File: src/rtl/kv_pkg.sv
// kv_pkg: key/flag widths and request type shared by db_top, eth_top and the KVS request arbiter.
package kv_pkg;
    localparam int KV_KEY_SIZE  = 96;
    localparam int KV_FLAG_SIZE = 4;
    typedef struct packed {
        logic [KV_KEY_SIZE-1:0]  key;
        logic [KV_FLAG_SIZE-1:0] flag;
    } kv_req_t;
endpackage

File: src/rtl/kv_arb_tag_fifo.sv
// kv_arb_tag_fifo: 1-bit in-order tag FIFO recording which requester owns each outstanding lookup.
module kv_arb_tag_fifo #(
    parameter int DEPTH = 8
) (
    input  logic clk,
    input  logic rst,
    input  logic push_i,
    input  logic din_i,
    input  logic pop_i,
    output logic dout_o,
    output logic full_o,
    output logic empty_o
);
    localparam int AW = $clog2(DEPTH);
    logic [AW:0] wr_q, wr_d, rd_q, rd_d;
    logic        mem_q [DEPTH];
    always_comb begin
        wr_d = push_i ? wr_q + 1'b1 : wr_q;
        rd_d = pop_i ? rd_q + 1'b1 : rd_q;
    end
    always_ff @(posedge clk or posedge rst) begin
        if (rst) begin
            wr_q <= '0;
            rd_q <= '0;
        end else begin
            wr_q <= wr_d;
            rd_q <= rd_d;
        end
    end
    always_ff @(posedge clk) begin
        if (push_i) mem_q[wr_q[AW-1:0]] <= din_i;
    end
    // Extra pointer bit separates full (wrapped) from empty (equal).
    assign dout_o  = mem_q[rd_q[AW-1:0]];
    assign empty_o = wr_q == rd_q;
    assign full_o  = (wr_q[AW] != rd_q[AW]) && (wr_q[AW-1:0] == rd_q[AW-1:0]);
endmodule

File: src/rtl/kv_req_arbiter.sv
// kv_req_arbiter: round-robin share of the db_top lookup port between two requesters, results routed by tag.
// Define KV_ARB_STATS_EN to add grant/orphan statistics counters.
module kv_req_arbiter
    import kv_pkg::*;
#(
    parameter int KEY_SIZE        = KV_KEY_SIZE,
    parameter int FLAG_SIZE       = KV_FLAG_SIZE,
    parameter int MAX_OUTSTANDING = 8
) (
    input  logic                 clk,
    input  logic                 rst,
    input  logic                 req0_valid,
    input  logic                 req1_valid,
    output logic                 req0_ready,
    output logic                 req1_ready,
    input  logic [KEY_SIZE-1:0]  req0_key,
    input  logic [KEY_SIZE-1:0]  req1_key,
    input  logic [FLAG_SIZE-1:0] req0_flag,
    input  logic [FLAG_SIZE-1:0] req1_flag,
    output logic [KEY_SIZE-1:0]  db_key,
    output logic [FLAG_SIZE-1:0] db_flag,
    output logic                 db_valid,
    input  logic                 db_out_valid,
    input  logic [FLAG_SIZE-1:0] db_out_flag,
    output logic                 rsp0_valid,
    output logic                 rsp1_valid,
    output logic [FLAG_SIZE-1:0] rsp0_flag,
    output logic [FLAG_SIZE-1:0] rsp1_flag,
    output logic                 busy,
    output logic                 err_orphan
`ifdef KV_ARB_STATS_EN
   ,output logic [31:0]          stat_grant0,
    output logic [31:0]          stat_grant1,
    output logic [31:0]          stat_orphan
`endif
);
    localparam int CW = $clog2(MAX_OUTSTANDING) + 1;
    logic                 pri_q, pri_d;
    logic [CW-1:0]        count_q, count_d;
    logic [KEY_SIZE-1:0]  key_q, key_d;
    logic [FLAG_SIZE-1:0] flag_q, flag_d, rsp0_flag_q, rsp0_flag_d, rsp1_flag_q, rsp1_flag_d;
    logic                 dbv_q, rsp0_v_q, rsp1_v_q, orphan_q, orphan_d;
    logic                 win, acc, pop, orphan, head, full, empty;
    kv_arb_tag_fifo #(.DEPTH(MAX_OUTSTANDING)) u_tags (
        .clk     (clk),
        .rst     (rst),
        .push_i  (acc),
        .din_i   (win),
        .pop_i   (pop),
        .dout_o  (head),
        .full_o  (full),
        .empty_o (empty)
    );
    // A same-cycle response never frees a slot, so only the registered full state gates acceptance.
    always_comb begin
        win         = (req0_valid && req1_valid) ? pri_q : req1_valid;
        acc         = (req0_valid || req1_valid) && !full;
        pop         = db_out_valid && !empty;
        orphan      = db_out_valid && empty;
        pri_d       = acc ? !win : pri_q;
        key_d       = acc ? (win ? req1_key : req0_key) : key_q;
        flag_d      = acc ? (win ? req1_flag : req0_flag) : flag_q;
        rsp0_flag_d = (pop && !head) ? db_out_flag : rsp0_flag_q;
        rsp1_flag_d = (pop && head) ? db_out_flag : rsp1_flag_q;
        count_d     = count_q + CW'(acc) - CW'(pop);
        orphan_d    = orphan_q || orphan;
    end
    always_ff @(posedge clk or posedge rst) begin
        if (rst) begin
            pri_q       <= 1'b0;
            count_q     <= '0;
            key_q       <= '0;
            flag_q      <= '0;
            dbv_q       <= 1'b0;
            rsp0_v_q    <= 1'b0;
            rsp1_v_q    <= 1'b0;
            rsp0_flag_q <= '0;
            rsp1_flag_q <= '0;
            orphan_q    <= 1'b0;
        end else begin
            pri_q       <= pri_d;
            count_q     <= count_d;
            key_q       <= key_d;
            flag_q      <= flag_d;
            dbv_q       <= acc;
            rsp0_v_q    <= pop && !head;
            rsp1_v_q    <= pop && head;
            rsp0_flag_q <= rsp0_flag_d;
            rsp1_flag_q <= rsp1_flag_d;
            orphan_q    <= orphan_d;
        end
    end
    assign req0_ready = req0_valid && !win && !full;
    assign req1_ready = req1_valid && win && !full;
    assign db_key     = key_q;
    assign db_flag    = flag_q;
    assign db_valid   = dbv_q;
    assign rsp0_valid = rsp0_v_q;
    assign rsp1_valid = rsp1_v_q;
    assign rsp0_flag  = rsp0_flag_q;
    assign rsp1_flag  = rsp1_flag_q;
    assign busy       = count_q != '0;
    assign err_orphan = orphan_q;
`ifdef KV_ARB_STATS_EN
    logic [31:0] g0_q, g1_q, orph_cnt_q;
    always_ff @(posedge clk or posedge rst) begin
        if (rst) begin
            g0_q       <= '0;
            g1_q       <= '0;
            orph_cnt_q <= '0;
        end else begin
            g0_q       <= g0_q + 32'(acc && !win);
            g1_q       <= g1_q + 32'(acc && win);
            orph_cnt_q <= orph_cnt_q + 32'(orphan);
        end
    end
    assign stat_grant0 = g0_q;
    assign stat_grant1 = g1_q;
    assign stat_orphan = orph_cnt_q;
`endif
endmodule

File: config.mk
export PLATFORM = sky130hd
export DESIGN_NAME = kv_req_arbiter
export DESIGN_NICKNAME = d
export VERILOG_FILES = /design/src/rtl/kv_pkg.sv /design/src/rtl/kv_arb_tag_fifo.sv /design/src/rtl/kv_req_arbiter.sv
export SDC_FILE = /design/constraint.sdc
export NUM_CORES = 1
export LEC_CHECK = 0
export CAP_MARGIN = 20
export CORE_MARGIN = 2
export CORE_UTILIZATION = 30
export DETAILED_ROUTE_END_ITERATION = 10
export GPL_TIMING_DRIVEN = 0
export HOLD_SLACK_MARGIN = 0.02
export PLACE_DENSITY = 0.76
export SETUP_SLACK_MARGIN = 0.4
export SLEW_MARGIN = 20
export SYNTH_ARGS = -nofsm -noshare
export SYNTH_HDL_FRONTEND = slang
export SYNTH_SLANG_ARGS = --single-unit
File: constraint.sdc
create_clock -name clk -period 7.53 [get_ports clk]
set_input_delay 1.506 -clock clk [delete_from_list [all_inputs] [get_ports clk]]
set_output_delay 1.506 -clock clk [all_outputs]
set_load 0.02 [all_outputs]
==> results of run 1 <==
-- per-stage QoR --
stage / instance area (µm²) / setup WS [ns]
after floorplan: 6120 / 2.70
after global placement: 9690 / 0.819
after detailed placement: 9730 / 1.91
after CTS: 10300 / 1.90
after global routing: 10300 / 1.81
final: 10300 / 1.96
-- worst max-delay path by stage --
stage	to	slack, ns	cells past startpoint
floorplan	count_q[0]	2.70	1
global placement	db_valid	0.82	2
detailed placement	req0_ready	1.91	7
CTS	req0_ready	1.90	7
global route	req0_ready	1.81	7
finish	req0_ready	1.96	7
-- registers in the layout (all words and copies together), names as in the netlist --
register	count
db_key	96
u_tags.mem_q	8
count_q	4
db_flag	4
rsp0_flag	4
rsp1_flag	4
u_tags.rd_q	4
u_tags.wr_q	4
db_valid	1
err_orphan	1
pri_q	1
rsp0_valid	1
rsp1_valid	1
-- area by class of cell --
| class | instances | area, µm² |
|---|---|---|
| Multi-Input combinational cell | 364 | 2520 |
| Clock buffer | 19 | 443 |
| Fill cell | 1825 | 9790 |
| Timing Repair Buffer | 324 | 3260 |
| Sequential cell | 133 | 3370 |
| Tap cell | 270 | 338 |
| Buffer | 37 | 179 |
| Inverter | 15 | 63.8 |
| Clock inverter | 13 | 145 |
-- power breakdown --
group          internal (mW)  switching [mW]
clock network          0.500           0.328
logic                  0.958            1.08
registers               1.06           0.190
total                   2.51            1.60
-- cell usage after synthesis, types with 3 or more instances --
cell	count	area (µm²)
dfrtp_1	125	3130
nor2_1	104	390
a21oi_1	102	510
mux2i_1	100	1000
buf_2	26	130
inv_1	14	52.6
clkbuf_1	10	37.5
edfxtp_1	8	240
mux2_4	8	120
xnor2_1	8	70.1
ha_1	7	87.6
nand2_1	4	15.0
nor3_1	4	20.0
xor2_1	4	35.0
nand4_1	3	18.8
-- routing by layer --
| layer | global-route usage, % | wire length, µm | up-vias | part of all wire (%) |
|---|---|---|---|---|
| met1 | 22.3 | 8070 | 2517 | 42 |
| met3 | 5.84 | 1570 | 24 | 8.1 |
| met5 | 0 | 0 | - | 0 |
| met4 | 5.68 | 320 | 0 | 1.6 |
| li1 | - | - | 2574 | - |
| met2 | 30.4 | 9440 | 198 | 49 |
-- kinds of logic after synthesis --
group	synth area share, %
flops	55.0
simple gates	8.03
mux	19.9
compound gates	9.43
buf+inv	3.84
xor+xnor	1.98
fa+ha+maj	1.76
-- layout by cell type (no fill, tap or decap), types with 2 or more instances in the layout --
master	count
a21oi_1	102
and3_1	2
buf_2	26
bufinv_16	2
clkbuf_1	11
clkbuf_16	17
clkdlybuf4s50_1	323
clkinv_4	2
clkinvlp_4	4
dfrtp_1	125
edfxtp_1	8
ha_1	7
inv_1	13
inv_6	3
mux2_4	8
mux2i_1	100
mux4_1	2
nand2_1	4
nand2b_1	2
nand4_1	3
nor2_1	104
nor3_1	4
xnor2_1	8
xor2_1	4
==> run metrics, run 1 <==
1st-pass router iterations=4; cells along the critical path=clkdlybuf4s50_1 -> inv_1 -> o21ai_1 -> buf_2 -> buf_2 -> and3_1 -> clkdlybuf4s50_1; Die W=147 µm; Detailed Place HPWL=14.8 mm; Worst R2R Start=u_tags.wr_q[0]; Synthesized Nets=766; Critical Path AT=4.06 ns; status=finished clean; mean post-synth cell area=11.1 µm²; Resized cells post-CTS=0; PortBufs=323; Final setup viols=0; initial DRC count=215; Synth cell types=34; global-route wire length before repair=30.3 mm; CP Class=in2out; main flop type after synthesis=dfrtp_1; post-synthesis sequential area ratio=55.0%; Layout Cells excl Fill=1175; Synth Instances=549; CP max stage delay=0.62 ns; fin. max-slew vios=0; Layout Skew=0.0118 ns; fin nets=1109; max-cap violation count=0; Crit Path Max Fanout=10; Tot GR Track Use=18.1%; CTS max path bufs=2; final hold vios=0; Total Routed Length=19.4 mm; FFs w/ async S/R, synth=94.0%; core area=20100 µm²; worst reg2reg path depth=9; Die Y-Extent=147 µm; final core utilization=51.3%; crit path buf inv count=5; Final Cycle Share=74.0%; Placed Instances=1143; CP required=6.02 ns; crit path from=req0_valid; HP Class=reg2reg; root buf cell=clkbuf_16; CTS clock-pin slew for the worst setup and hold paths=0.06 ns; vias in the first global route=5511; synth warn=0; total I/O pin count=324; Sink Count=133; via density per instance=4.52; Hold Slack=0.484 ns; maximum VDD drop=0.000151 V; Antenna Cells=0; FP Rows=52; hold_buf cts=0; Starting Density=30.4%; Avg WL per Cell=16.5 µm; setup bufs post-CTS=0; r2r endpoint=count_q[2]; crit path capture type=output pin; PD cells=399 nW/µm²; total CTS buffers=17; Die Area=21600 µm²; largest net degree at the start of global routing=68; CP Launch Type=input pin; Syn Std Cell Area=6120 µm²; share of post-route cells with drive strength above 1=8.51%; CTS tree=built; worst rel slew slack=42.3%; delay-heaviest family, CP=buffers and inverters; initial antenna violation count=0; Worst Max-Slew Pin Slew=0.866 ns; number of flops mapped to enable cells by yosys=8; CTS H-tree lvls=4; WHS Endpoint=err_orphan; number of routed nets with antenna violations=0; clock latency on the worst-skew pair=0.42 ns; RePlAce Congestion=0.771; final global-route overflow total=0; static leakage=4.53 nW; Tmin final=5.57 ns; slowest stage cell on the critical path=clkdlybuf4s50_1; Yosys reg bits=133; Reg2Reg Setup Slack=5.13 ns; Via Count=5313; total power=4.11 mW; hold depth=1; setup TNS=0 ns; RSZ-0062 raised after global routing=false; area grow syn2layout=68.5%; HP Start=err_orphan; FMAX=0.180 GHz; DRC=0
Power figures use the tool's default switching activity.
==> run 2, diff against run 1 <==
- clock period: 7.53 -> 5.56 ns (I/O delays scaled with it)
==> results of run 2 <==
Same layout as run 1 (identical final DEF). Status: finished clean.
Main changes from that run: setup slack after placement 1.91 ns -> 0.723 ns; setup slack after layout 1.96 ns -> 0.778 ns; register-to-register setup slack 5.13 ns -> 3.16 ns; total power 4.11 mW -> 5.57 mW; worst IR drop on VDD 0.000151 V -> 0.000205 V
